--- src/rtl/scoreboard_scan_ctrl.sv ---
`default_nettype none
// ============================================================================
// Module   : scoreboard_scan_ctrl
// Brief    : Time-multiplexed scan controller for a 4-digit two-team score
//            display, with per-slot anode blanking and a once-per-frame score
//            snapshot. Optional macro: LEADING_ZERO_BLANK_EN blanks zero tens.
// Revision : 1.0 - initial release
// ============================================================================
module scoreboard_scan_ctrl #(
    parameter int SCAN_DIV  = 50000,
    parameter int BLANK_CYC = 500
) (
    input  logic       clk,
    input  logic       rst_n,
    input  logic       enable,
    input  logic [7:0] score_a,
    input  logic [7:0] score_b,
    output logic       sel_team,
    output logic       sel_digit,
    output logic [3:0] anode_n,
    output logic [6:0] seg_n,
    output logic       frame_tick
);

    localparam int               CNT_W       = $clog2(SCAN_DIV);
    localparam logic [CNT_W-1:0] c_cnt_last  = CNT_W'(SCAN_DIV - 1);
    localparam logic [CNT_W-1:0] c_blank_end = CNT_W'(BLANK_CYC);
    localparam logic [CNT_W-1:0] c_cnt_one   = CNT_W'(1);

    logic [CNT_W-1:0] r_cnt;
    logic [1:0]       r_idx;
    logic [15:0]      r_snap;
    logic [3:0]       r_anode_n;
    logic [6:0]       r_seg_n;
    logic             r_frame_tick;

    logic             w_slot_end;
    logic             w_frame_end;
    logic             w_blank;
    logic [3:0]       w_nibble;
    logic [3:0]       w_anode_n;
    logic [6:0]       w_seg_n;

    assign w_slot_end  = (r_cnt == c_cnt_last);
    assign w_frame_end = w_slot_end && (r_idx == 2'd3);
    assign w_blank     = (r_cnt < c_blank_end);

    // Slot order: A tens, A units, B tens, B units
    always_comb begin
        w_nibble = 4'h0;
        case (r_idx)
            2'd0:    w_nibble = r_snap[15:12];
            2'd1:    w_nibble = r_snap[11:8];
            2'd2:    w_nibble = r_snap[7:4];
            default: w_nibble = r_snap[3:0];
        endcase
    end

    always_comb begin
        w_anode_n = 4'b1111;
        if (!w_blank) begin
            case (r_idx)
                2'd0:    w_anode_n = 4'b0111;
                2'd1:    w_anode_n = 4'b1011;
                2'd2:    w_anode_n = 4'b1101;
                default: w_anode_n = 4'b1110;
            endcase
        end
    end

    always_comb begin
        w_seg_n = 7'b1111111;
        case (w_nibble)
            4'd0:    w_seg_n = 7'b1000000;
            4'd1:    w_seg_n = 7'b1111001;
            4'd2:    w_seg_n = 7'b0100100;
            4'd3:    w_seg_n = 7'b0110000;
            4'd4:    w_seg_n = 7'b0011001;
            4'd5:    w_seg_n = 7'b0010010;
            4'd6:    w_seg_n = 7'b0000010;
            4'd7:    w_seg_n = 7'b1111000;
            4'd8:    w_seg_n = 7'b0000000;
            4'd9:    w_seg_n = 7'b0010000;
            default: w_seg_n = 7'b1111111;
        endcase
`ifdef LEADING_ZERO_BLANK_EN
        if (!r_idx[0] && (w_nibble == 4'd0)) begin
            w_seg_n = 7'b1111111;
        end
`endif
    end

    // Outputs lag the cnt/idx state by one clock; disable darkens the anodes
    // but keeps the last segment pattern.
    always_ff @(posedge clk or negedge rst_n) begin
        if (!rst_n) begin
            r_cnt        <= '0;
            r_idx        <= 2'd0;
            r_snap       <= 16'h0000;
            r_anode_n    <= 4'b1111;
            r_seg_n      <= 7'b1111111;
            r_frame_tick <= 1'b0;
        end else if (enable) begin
            r_anode_n    <= w_anode_n;
            r_seg_n      <= w_seg_n;
            r_frame_tick <= w_frame_end;
            if (w_slot_end) begin
                r_cnt <= '0;
                r_idx <= r_idx + 2'd1;
                if (r_idx == 2'd3) begin
                    r_snap <= {score_a, score_b};
                end
            end else begin
                r_cnt <= r_cnt + c_cnt_one;
            end
        end else begin
            r_anode_n    <= 4'b1111;
            r_frame_tick <= 1'b0;
        end
    end

    assign sel_team   = r_idx[1];
    assign sel_digit  = r_idx[0];
    assign anode_n    = r_anode_n;
    assign seg_n      = r_seg_n;
    assign frame_tick = r_frame_tick;

endmodule
`default_nettype wire

--- config.mk ---
export PLATFORM = sky130hd
export DESIGN_NAME = scoreboard_scan_ctrl
export DESIGN_NICKNAME = d
export VERILOG_FILES = /design/src/rtl/scoreboard_scan_ctrl.sv
export SDC_FILE = /design/constraint.sdc
export NUM_CORES = 1
export LEC_CHECK = 0
export CELL_PAD_IN_SITES_DETAIL_PLACEMENT = 1
export CELL_PAD_IN_SITES_GLOBAL_PLACEMENT = 1
export CORE_AREA = 4 4 67 81
export DETAILED_ROUTE_END_ITERATION = 8
export DIE_AREA = 0 0 71 85
export DONT_BUFFER_PORTS = 1
export PLACE_DENSITY = 0.78
export SYNTH_ARGS = -nofsm -noshare
export SYNTH_HDL_FRONTEND = slang
export SYNTH_SLANG_ARGS = --single-unit
--- constraint.sdc ---
create_clock -name clk -period 2.74 [get_ports clk]
set_clock_uncertainty 0.1 [all_clocks]
set_input_delay 0.274 -clock clk [delete_from_list [all_inputs] [get_ports clk]]
set_output_delay 0.274 -clock clk [all_outputs]
set_load 0.01 [all_outputs]
==> flow_summary.toml <==
[run_status]
status = "finished clean"

[synth]
yosys-top-cells-area = "dfrtp_1 39%, dfstp_2 13%, mux2_4 6.0%"
synth.avg_cell_area_um2 = 12.0
synth_top_area_share_pct = 39.0
synth-edff-count = 0
synth_area_um2 = 2240
synth.distinct_cells = 37
synth_compound_area_share_pct = 6.53
async_flop_share_pct = 100
synthMuxAreaShare_pct = 13.8
yosys.area_share.xor_xnor_pct = 5.47
yosysSeqAreaShare_pct = 51.9
postSynthCellCount = 187
synthAdderAreaFrac_pct = 5.02
ys_warn_count = 0
synth_top_family_by_area = "multiplexers"
synth_area_leader_cell = "dfrtp_1"
yosys_register_bits = 46
yosys.area_share.simple_pct = 13.4
synth_flop_cell = "dfrtp_1"
syn_nets = 215

[power_and_ir_drop]
p_leak_nw = 1.17
power.density_nw_per_um2 = 554
p_clk_share_pct = 36.1
p_seq_share_pct = 56.6
comb_power_share_pct = 7.2
p_total_mw = 1.36
power.internal_mw = 1.04
sw_frac_of_total_pct = 23.7
ir_drop_uv = 359
p_sw_mw = 0.322

[route]
first_pass_iters = 4
drt_iter0_drc = 62
vias = 1442
routedWlPerCell_um = 18.6
detail-route-antenna-nets = 0
vias_per_cell = 5.68
wirelength_um = 4720
route.detailed.drc = 0

[setup_path]
cp_data_required_time_ps = 2870
path_max_fanout = 7
worstSetupPathType = "reg2reg"
reg2reg_depth = 8
cp_slowest_cell = "dfrtp_1"
end_kind = "flip-flop"
path_cells = "inv_1 > ha_1 > a222oi_1 > mux2i_1 > ha_1 > nor3_1 > a211oi_1 > a21o_1"
cp-start-kind = "flip-flop"
max_stage_delay_ps = 480
crit_path_frequent_cell = "ha_1"
arrival_ps = 2600

[global_routing]
antenna_found_initial = 0
grt_pass1_vias = 1605
grt_use_total_pct = 17.2
grt_pass1_wl_um = 8010
grt.overflow.total = 0
grt_max_degree = 47

[finish]
fillers = 518
multiInputGateArea_um2 = 991
fin_nets = 223
area_delta_synth_final_pct = 9.43
regArea_um2 = 1160
diodes = 0
final_cells = 254
drive_gt1_share_pct = 21.4
layout_commonest_cell = "dfrtp_1"
final_cell_mix = "35 x dfrtp_1, 17 x nand2_1, 13 x nor2_1"
final_util_pct = 53.4

[floorplanning]
start_util_pct = 48.8
fp-row-count = 27
core_area_um2 = 4590
die_y_um = 85
io-pin-count = 33
die_area_um2 = 6040
die_w_um = 71

[timing]
slew_headroom_pct = 50.9
finalSetupViolations = 0
hold_viol_final = 0
slew_violations = 0
whs_ps = 15.9
min_period_ps = 2460
min_period_over_period_pct = 89.9
rsz0062_at_grt = "false"
setup_tns_ps = 0
fmax_mhz = 406
worst-slew-pin-transition_ps = 715

[clock_network]
h-tree-depth = 2
clock_sinks = 46
clock-root-buffer = "clkbuf_8"
cts_tree = "yes"
clk_latency_ps = 300
clk_pin_slew_worst_paths_ps = 80
post_cts_buffers = 0
ctsResizeCount = 0
numCtsBuffers = 5
cts.path.max_buffers = 2

[place]
dpl.cell_count = 241
gp_congestion = 0.748
place_hpwl_um = 3470
port-buffer-count = 0

[flow_run]
maxCapViolCount = 0

[worst_hold_path]
min_path_cells = 2
hold_path.class = "in2reg"
## worst max-delay path, delay by kind of cell (launching register included)
family / cells / cell delay [ps]
buffers and inverters: 1 / 130
AOI/OAI and AO/OA: 3 / 620
and+or+nand+nor: 1 / 270
DFF: 1 / 480
muxes: 1 / 260
adders and majority gates: 2 / 530
## worst paths after layout
check	slack, ps	start	endpoint
max	280	r_idx[1]	seg_n[6]
min	20	enable	r_cnt[0]
max reg2reg	280	r_idx[1]	seg_n[6]
min reg2reg	400	r_cnt[7]	r_cnt[7]
max in group asynchronous	1880	rst_n	seg_n[2]
min in group asynchronous	380	rst_n	r_cnt[15]
## area by class of cell
type / count / share of cell area (%)
clock inverter: 1 / 1.22
tap: 58 / 2.96
inverter: 12 / 1.83
multi-input combinational: 124 / 40.4
clock buffer: 7 / 3.11
sequential: 46 / 47.5
timing repair buffer: 6 / 3.06
## metal layers
metal | global-route usage (%) | up-vias | wire length (um)
li1 | - | 667 | -
met1 | 19.1 | 736 | 1840
met2 | 31.1 | 30 | 2660
met3 | 4.27 | 9 | 138
met4 | 6.67 | 0 | 82
met5 | 0 | - | 0
## logic make-up (layout without fill, tap and decap cells)
kind of cell | count (synthesis) | count (layout)
muxes | 25 | 25
DFF | 46 | 46
adders and majority gates | 9 | 9
and+or+nand+nor | 56 | 56
buffers and inverters | 17 | 26
xor gates and xnor gates | 14 | 14
AOI/OAI and AO/OA | 20 | 20
## power groups by stage
| stage | logic (mW) | registers (mW) | clock network (mW) |
|---|---|---|---|
| after global placement | 0.0669 | 0.775 | 0 |
| final | 0.0982 | 0.769 | 0.491 |
| after detailed placement | 0.0746 | 0.781 | 0 |
| after global routing | 0.112 | 0.779 | 0.532 |
| after floorplan | 0.0630 | 0.768 | 0 |
| after CTS | 0.100 | 0.770 | 0.507 |
## state kept, by name, indices dropped and copies added (netlist names)
signal / flops
r_cnt: 16
r_snap: 16
seg_n: 7
anode_n: 4
r_idx: 2
frame_tick: 1
## per-stage QoR
| step | instance area (um^2) | setup slack (ps) |
|---|---|---|
| after floorplan | 2240 | 503 |
| after global placement | 2280 | 406 |
| after detailed placement | 2280 | 281 |
| after CTS | 2440 | 228 |
| after global routing | 2450 | 9.73 |
| final | 2450 | 277 |
## cell usage after synthesis (3+ instances only)
master / count
nand2_1: 17
nand3_1: 9
inv_1: 12
mux2i_1: 5
dfrtp_1: 35
a222oi_1: 4
mux2_4: 9
xnor2_1: 7
ha_1: 9
xor2_1: 7
nor2_1: 13
dfstp_2: 11
a21oi_1: 3
mux2_2: 11
clkbuf_1: 3
o21ai_0: 3
and4_1: 3
## what timing repair did
action                     4_1_cts  5_1_grt
setup endpoints to repair        0        0
hold endpoints to repair        51        1
hold buffers                     4        1
Power figures use the tool's default switching activity.
